`config.mk`:
```
export PLATFORM = sky130hd
export DESIGN_NAME = lin_frame_check_flat
export DESIGN_NICKNAME = d
export VERILOG_FILES = /design/src/rtl/lin_frame_check_if.sv /design/src/rtl/lin_frame_check.sv /design/src/flat_wrapper.sv
export SDC_FILE = /design/constraint.sdc
export NUM_CORES = 1
export LEC_CHECK = 0
export ABC_AREA = 1
export CAP_MARGIN = 25
export CORE_MARGIN = 2
export CORE_UTILIZATION = 40
export CTS_CLUSTER_SIZE = 30
export DETAILED_ROUTE_END_ITERATION = 7
export GPL_ROUTABILITY_DRIVEN = 0
export GPL_TIMING_DRIVEN = 0
export PLACE_DENSITY = 0.68
export SLEW_MARGIN = 10
export SYNTH_ARGS = -nofsm -noshare
export SYNTH_HDL_FRONTEND = slang
export SYNTH_SLANG_ARGS = --single-unit
```
`constraint.sdc`:
```
create_clock -name clk -period 7.2 [get_ports clk]
set_clock_uncertainty 0.05 [all_clocks]
set_input_delay 2.16 -clock clk [delete_from_list [all_inputs] [get_ports clk]]
set_output_delay 2.16 -clock clk [all_outputs]
set_load 0.01 [all_outputs]
```
`src/rtl/lin_frame_check_if.sv`:
```
// rtl/lin_frame_check_if.sv - LIN receive symbol stream and frame-check result bundle
interface lin_frame_check_if;
    logic       frame_start;
    logic [3:0] cfg_len;
    logic       cfg_enh;
    logic       sym_valid;
    logic [9:0] sym;

    logic [5:0] pid_id;
    logic       pid_ok;
    logic       pid_err;
    logic [7:0] rx_byte;
    logic       rx_byte_valid;
    logic       frame_done;
    logic       chk_err;
    logic       frm_err;
    logic       abort;
    logic       busy;

    modport master (
        output frame_start, cfg_len, cfg_enh, sym_valid, sym,
        input  pid_id, pid_ok, pid_err, rx_byte, rx_byte_valid,
               frame_done, chk_err, frm_err, abort, busy
    );

    modport slave (
        input  frame_start, cfg_len, cfg_enh, sym_valid, sym,
        output pid_id, pid_ok, pid_err, rx_byte, rx_byte_valid,
               frame_done, chk_err, frm_err, abort, busy
    );
endinterface

```
`src/rtl/lin_frame_check.sv`:
```
// rtl/lin_frame_check.sv - LIN frame checker: PID parity, data capture and checksum verification
module lin_frame_check #(
    parameter int MAX_LEN      = 8,
    parameter bit DIAG_CLASSIC = 1'b1
) (
    input  logic              clk,
    input  logic              reset,
    lin_frame_check_if.slave  bus
);
    localparam logic [1:0] IDLE = 2'd0;
    localparam logic [1:0] PID  = 2'd1;
    localparam logic [1:0] DATA = 2'd2;
    localparam logic [1:0] CHK  = 2'd3;
    localparam logic [3:0] MAX_LEN_C = 4'(MAX_LEN);

    logic [1:0] state;
    logic [3:0] len_q;
    logic [3:0] cnt;
    logic       enh_q;
    logic [7:0] acc;

    logic [5:0] pid_id_q;
    logic [7:0] rx_byte_q;
    logic       pid_ok_q, pid_err_q, rx_byte_valid_q;
    logic       frame_done_q, chk_err_q, frm_err_q, abort_q;

    logic [5:0] id;
    logic [7:0] din;
    logic       par_ok;
    logic       framing_ok;
    logic       diag_id;
    logic [8:0] sum;
    logic [7:0] acc_next;
    logic [3:0] cnt_next;

    assign id         = bus.sym[6:1];
    assign din        = bus.sym[8:1];
    assign par_ok     = bus.sym[8:7] == {~(id[1] ^ id[3] ^ id[4] ^ id[5]),
                                           id[0] ^ id[1] ^ id[2] ^ id[4]};
    assign framing_ok = !bus.sym[0] && bus.sym[9];
    assign diag_id    = DIAG_CLASSIC && (id == 6'h3C || id == 6'h3D);
    // Ones-complement style add: fold the carry back into the low byte
    assign sum        = {1'b0, acc} + {1'b0, din};
    assign acc_next   = sum[7:0] + {7'd0, sum[8]};
    assign cnt_next   = cnt + 4'd1;

    always_ff @(posedge clk) begin
        if (!reset) begin
            state           <= IDLE;
            len_q           <= 4'd0;
            cnt             <= 4'd0;
            enh_q           <= 1'b0;
            acc             <= 8'd0;
            pid_id_q        <= 6'd0;
            rx_byte_q       <= 8'd0;
            pid_ok_q        <= 1'b0;
            pid_err_q       <= 1'b0;
            rx_byte_valid_q <= 1'b0;
            frame_done_q    <= 1'b0;
            chk_err_q       <= 1'b0;
            frm_err_q       <= 1'b0;
            abort_q         <= 1'b0;
        end else begin
            pid_ok_q        <= 1'b0;
            pid_err_q       <= 1'b0;
            rx_byte_valid_q <= 1'b0;
            frame_done_q    <= 1'b0;
            chk_err_q       <= 1'b0;
            frm_err_q       <= 1'b0;
            abort_q         <= 1'b0;

            if (bus.frame_start) begin
                abort_q <= (state != IDLE);
                state   <= PID;
                len_q   <= (bus.cfg_len > MAX_LEN_C) ? MAX_LEN_C : bus.cfg_len;
                enh_q   <= bus.cfg_enh;
                cnt     <= 4'd0;
                acc     <= 8'd0;
            end else if (bus.sym_valid && state != IDLE) begin
                if (!framing_ok) begin
                    frm_err_q <= 1'b1;
                    state     <= IDLE;
                end else begin
                    case (state)
                        PID: begin
                            pid_id_q <= id;
                            acc      <= (enh_q && !diag_id) ? din : 8'd0;
                            if (!par_ok) begin
                                pid_err_q <= 1'b1;
                                state     <= IDLE;
                            end else begin
                                pid_ok_q <= 1'b1;
                                if (len_q == 4'd0) begin
                                    frame_done_q <= 1'b1;
                                    state        <= IDLE;
                                end else begin
                                    state <= DATA;
                                end
                            end
                        end
                        DATA: begin
                            rx_byte_q       <= din;
                            rx_byte_valid_q <= 1'b1;
                            acc             <= acc_next;
                            cnt             <= cnt_next;
                            if (cnt_next == len_q)
                                state <= CHK;
                        end
                        CHK: begin
                            frame_done_q <= 1'b1;
                            chk_err_q    <= (din != ~acc);
                            state        <= IDLE;
                        end
                        default: state <= IDLE;
                    endcase
                end
            end
        end
    end

    assign bus.pid_id        = pid_id_q;
    assign bus.pid_ok        = pid_ok_q;
    assign bus.pid_err       = pid_err_q;
    assign bus.rx_byte       = rx_byte_q;
    assign bus.rx_byte_valid = rx_byte_valid_q;
    assign bus.frame_done    = frame_done_q;
    assign bus.chk_err       = chk_err_q;
    assign bus.frm_err       = frm_err_q;
    assign bus.abort         = abort_q;
    assign bus.busy          = (state != IDLE);
endmodule

```
`src/flat_wrapper.sv`:
```
// flat-port wrapper written by rule: the top's interface ports become plain ports
module lin_frame_check_flat 
#(
    parameter int MAX_LEN      = 8,
    parameter bit DIAG_CLASSIC = 1'b1
)
  (clk, reset, bus_frame_start, bus_cfg_len, bus_cfg_enh, bus_sym_valid, bus_sym, bus_pid_id, bus_pid_ok, bus_pid_err, bus_rx_byte, bus_rx_byte_valid, bus_frame_done, bus_chk_err, bus_frm_err, bus_abort, bus_busy);
  lin_frame_check_if bus_i ();
  input  logic clk;
  input  logic reset;
  input wire logic [$bits(bus_i.frame_start)-1:0] bus_frame_start;
  input wire logic [$bits(bus_i.cfg_len)-1:0] bus_cfg_len;
  input wire logic [$bits(bus_i.cfg_enh)-1:0] bus_cfg_enh;
  input wire logic [$bits(bus_i.sym_valid)-1:0] bus_sym_valid;
  input wire logic [$bits(bus_i.sym)-1:0] bus_sym;
  output wire logic [$bits(bus_i.pid_id)-1:0] bus_pid_id;
  output wire logic [$bits(bus_i.pid_ok)-1:0] bus_pid_ok;
  output wire logic [$bits(bus_i.pid_err)-1:0] bus_pid_err;
  output wire logic [$bits(bus_i.rx_byte)-1:0] bus_rx_byte;
  output wire logic [$bits(bus_i.rx_byte_valid)-1:0] bus_rx_byte_valid;
  output wire logic [$bits(bus_i.frame_done)-1:0] bus_frame_done;
  output wire logic [$bits(bus_i.chk_err)-1:0] bus_chk_err;
  output wire logic [$bits(bus_i.frm_err)-1:0] bus_frm_err;
  output wire logic [$bits(bus_i.abort)-1:0] bus_abort;
  output wire logic [$bits(bus_i.busy)-1:0] bus_busy;
  assign bus_i.frame_start = bus_frame_start;
  assign bus_i.cfg_len = bus_cfg_len;
  assign bus_i.cfg_enh = bus_cfg_enh;
  assign bus_i.sym_valid = bus_sym_valid;
  assign bus_i.sym = bus_sym;
  assign bus_pid_id = bus_i.pid_id;
  assign bus_pid_ok = bus_i.pid_ok;
  assign bus_pid_err = bus_i.pid_err;
  assign bus_rx_byte = bus_i.rx_byte;
  assign bus_rx_byte_valid = bus_i.rx_byte_valid;
  assign bus_frame_done = bus_i.frame_done;
  assign bus_chk_err = bus_i.chk_err;
  assign bus_frm_err = bus_i.frm_err;
  assign bus_abort = bus_i.abort;
  assign bus_busy = bus_i.busy;
  lin_frame_check #(.MAX_LEN(MAX_LEN), .DIAG_CLASSIC(DIAG_CLASSIC)) u_core (.clk(clk), .reset(reset), .bus(bus_i));
endmodule
```
==> results.yml, run 1 <==
power:
  clockPowerShare_pct: 38.7
  power_report.internal_total_mw: 0.3506
  combinational_power_share_pct: 12.5
  cellPowerDensity_nw_per_um2: 156.0
  power.sequential.fraction_pct: 48.8
  net-switching-power_mw: 0.1111
  p_sw_share_pct: 24.06
  leakagePower_nw: 1.291
  peakVddDrop_mv: 0.1189
grt:
  overflow: 0
  vias_in_the_first_global_route: 1997
  antenna_violations_before_repair: 0
  grt_usage_pct: 18.34
  grt_start_max_net_pins: 13
  grt_first_pass_wirelength_um: 9356
cts:
  clk-insertion-delay-late_ns: 0.29
  cts-buffers-inserted: 5
  htree_num_levels: 2
  root_buffer: "sky130_fd_sc_hd__clkbuf_8"
  cts_hold_buf: 0
  clock_sink_count: 40
  cts_setup_buffers: 0
  cts.clk_slew.worst_paths_ns: 0.08
  tritoncts: "yes"
  ctsResizeCount: 0
  max-clock-path-buffers: 2
routing:
  antenna_violating_nets_post_route: 0
  drt_first_iter_violations: 93
  detailroute.via_count: 2217
  drc: 0
  drt-vias-per-instance: 4.938
  drt_pre_antenna_iters: 4
  detail_route.wirelength_um: 5547
  wl_per_cell_um: 12.35
min_path:
  min-delay-path-class: "flop to flop"
  min_delay_path_depth: 2
  worstHoldEndpoint: "u_core.bus.rx_byte[2]"
  worst_hold_startpoint: "u_core.bus.rx_byte[2]"
synthesis:
  synth_fp_nets: 367
  synth_compound_area_share_pct: 15.32
  asyncSetResetFlopFracSynth_pct: 0
  synth_edf_count: 0
  ys_seq_elements: 40
  ys_seq_area_share_pct: 33.92
  synth.distinct_cells: 34
  synth-xor-area-share_pct: 4.081
  ys.warnings.count: 0
  yosys-mux-area-fraction_pct: 0
  synth-main-ff-cell: "sky130_fd_sc_hd__dfxtp_1"
  synthesized_cell_area_um2: 2361
  main_combinational_cell_family_by_area_after_synthesis: "simple AND/OR/NAND/NOR gates"
  synth_instances: 329
  synth_simple_gate_area_share_pct: 26.02
  yosys.area_share.adder_pct: 10.39
  avgSynthCellArea_um2: 7.176
critical_path:
  reg2reg_slack_ns: 4.63
  critPathArrivalTime_ns: 4.90
  crit-reg2reg-launch: "u_core.acc[0]"
  cp_slowest_cell: "sky130_fd_sc_hd__clkdlybuf4s50_1"
  worstPathCellList: "clkdlybuf4s50_1, ha_1, nand2_1, nor3_1, a221o_1, ha_1, nand2_1, nor2_1, nand3_1, nor2_1, nand2_1, nand3_1, nand3_1, a31oi_1"
  largest_stage_delay_on_the_critical_path_ns: 0.56
  crit_path_end_kind: "flop"
  timing.reg2reg.worst_path_depth: 15
  cp_top_family: "simple AND/OR/NAND/NOR gates"
  r2r_end: "u_core.acc[7]"
  startpoint_type: "primary input"
  number_of_buffers_and_inverters_on_the_critical_path: 1
  timing.critical_path.required_ns: 7.36
  critical_path_class: "primary input to flop"
  critical_path_fanouts_max: 6
sta:
  setup_repair_after_global_routing_missed_its_margin: "false"
  timing.fmax_mhz: 211.2
  setup_viol: 0
  final.setup.tns_ns: 0
  worst_slack_ns: 2.465
  finalHoldViolations: 0
  final-max-slew-violation-count: 0
  finalCriticalPeriod_ns: 4.735
  worst_margin_pin_slew_ns: 0.7092
  fin_crit_sh_pct: 65.77
  worst_slew_slack_as_a_fraction_of_its_limit_pct: 52.50
final_layout:
  finish.net_count: 414
  antennaDiodeCount: 0
  layout.cells.non_filler: 449
  layout.cell_area.non_filler_um2: 2959
  num-fill-cells: 565
  relative_area_change_from_synthesis_to_final_layout_pct: 25.33
  final_common_cell: "sky130_fd_sc_hd__nand2_1"
  most_frequent_cells_in_the_layout: "61 x sky130_fd_sc_hd__nand2_1, 42 x sky130_fd_sc_hd__inv_1, 40 x sky130_fd_sc_hd__clkdlybuf4s50_1, 40 x sky130_fd_sc_hd__dfxtp_1"
  layout-drive-gt1-share_pct: 7.958
floorplan:
  start_util_pct: 42.10
  fp.dieArea_um2: 6533
  num_rows: 27
  fp.coreArea_um2: 5608
  dieHeight_um: 80.83
  io_pins: 41
  dieWidth_um: 80.83
placement:
  hpwl_after_detailed_placement_um: 4367
  post_dp_area_um2: 2851
  number_of_input_and_output_port_buffers_inserted: 40
  dp.cells: 441
  worst_setup_slack_after_placement_ns: 2.201
outcome:
  outcome: "completed"
run:
  timing.max_cap.violations: 0
## power by group through the flow
stage / clock network (mW) / logic, mW / registers, mW
3_5_place_dp: 0 / 0.0575 / 0.230
3_3_place_gp: 0 / 0.0566 / 0.230
4_1_cts: 0.183 / 0.0578 / 0.225
6_report: 0.179 / 0.0579 / 0.225
2_1_floorplan: 0 / 0.0330 / 0.230
5_1_grt: 0.191 / 0.0648 / 0.226
## synthesized netlist by cell type, drive strengths merged, types with 3 or more instances
cell type / instances / area, µm²
nand2: 62 / 235.2
a21oi: 26 / 133.9
nor2: 31 / 141.4
xnor2: 7 / 61.31
inv: 49 / 186.4
a31oi: 6 / 37.54
clkbuf: 3 / 12.51
nor3: 5 / 41.29
o21ai: 31 / 158.9
dfxtp: 40 / 800.8
nand3: 30 / 150.1
ha: 18 / 225.2
xor2: 4 / 35.03
buf: 5 / 43.79
## how the worst max path moves through the flow
stage | slack [ns] | cells after the start | end | startpoint
finish | 2.46 | 14 | u_core.acc[6] | bus_sym[6]
global route | 2.27 | 14 | u_core.acc[5] | bus_sym[6]
CTS | 2.50 | 16 | u_core.acc[7] | bus_sym[1]
detailed placement | 2.20 | 16 | u_core.acc[7] | bus_sym[1]
global placement | 2.26 | 16 | u_core.acc[7] | bus_sym[1]
floorplan | 3.05 | 15 | u_core.acc[7] | bus_sym[1]
## layer usage
metal  GRT usage (%)  vias to the layer above  routed length (µm)
met5               0                        -                   0
met4           5.085                        0                  75
met3           3.556                        6                 267
met2           29.67                       59                2527
met1           24.91                      984                2676
li1                -                     1168                   -
## cells by family after synthesis
family,count (synthesis)
AOI/OAI and AO/OA,67
xor gates and xnor gates,11
adders and majority gates,19
buffers and inverters,57
DFF,40
and+or+nand+nor,135
## stage by stage
stage	hold slack [ns]	utilization [%]	total power, mW
floorplan	0.3990	-	0.2633
global placement	0.3821	50.85	0.2869
detailed placement	0.3874	50.85	0.2880
CTS	0.3991	52.77	0.4657
global route	0.4303	52.77	0.4813
finish	0.3965	52.77	0.4617
## worst reg2reg max path, cell delays in order (launching register included)
cell and delay (ns):
sky130_fd_sc_hd__dfxtp_1 0.32, sky130_fd_sc_hd__ha_1 0.20, sky130_fd_sc_hd__fa_1 0.42, sky130_fd_sc_hd__nand3_1 0.12, sky130_fd_sc_hd__nand2_1 0.08, sky130_fd_sc_hd__a221o_1 0.39
sky130_fd_sc_hd__ha_1 0.22, sky130_fd_sc_hd__nand2_1 0.07, sky130_fd_sc_hd__nor2_1 0.06, sky130_fd_sc_hd__nand3_1 0.11, sky130_fd_sc_hd__nor2_1 0.07, sky130_fd_sc_hd__nand3_1 0.06
sky130_fd_sc_hd__nand2_1 0.05, sky130_fd_sc_hd__nand3_1 0.08, sky130_fd_sc_hd__nand2_1 0.06, sky130_fd_sc_hd__a21oi_1 0.13
## sequential cells by signal, summed over array words and instances, names as in the netlist
signal,cells
u_core.bus.frame_done,1
u_core.state,2
u_core.bus.frm_err,1
u_core.bus.abort,1
u_core.cnt,4
u_core.bus.pid_ok,1
u_core.bus.rx_byte_valid,1
u_core.len_q,4
u_core.bus.pid_err,1
u_core.bus.pid_id,6
u_core.bus.rx_byte,8
u_core.bus.chk_err,1
u_core.enh_q,1
u_core.acc,8
## layout make-up
cell class / instances / area, µm² / share of cell area, %
Buffer: 8 / 56.30 / 1.903
Clock buffer: 6 / 72.57 / 2.452
Inverter: 49 / 186.4 / 6.300
Tap cell: 72 / 90.09 / 3.044
Sequential cell: 40 / 800.8 / 27.06
Multi-Input combinational cell: 232 / 1318 / 44.52
Clock inverter: 2 / 35.03 / 1.184
Timing Repair Buffer: 40 / 400.4 / 13.53
Power figures use the tool's default switching activity.
==> inputs of run 2 (changes only) <==
Clock period 7.2 ns to 4.5 ns, I/O delays scaled along.
==> results of run 2 <==
Same layout as run 1 (identical final DEF). Status: completed.
Main changes from that run: setup slack after placement 2.201 ns -> 0.3112 ns; setup slack after layout 2.465 ns -> 0.5746 ns; register-to-register setup slack 4.63 ns -> 1.93 ns; total power 0.4617 mW -> 0.7387 mW; worst IR drop on VDD 0.1189 mV -> 0.1902 mV
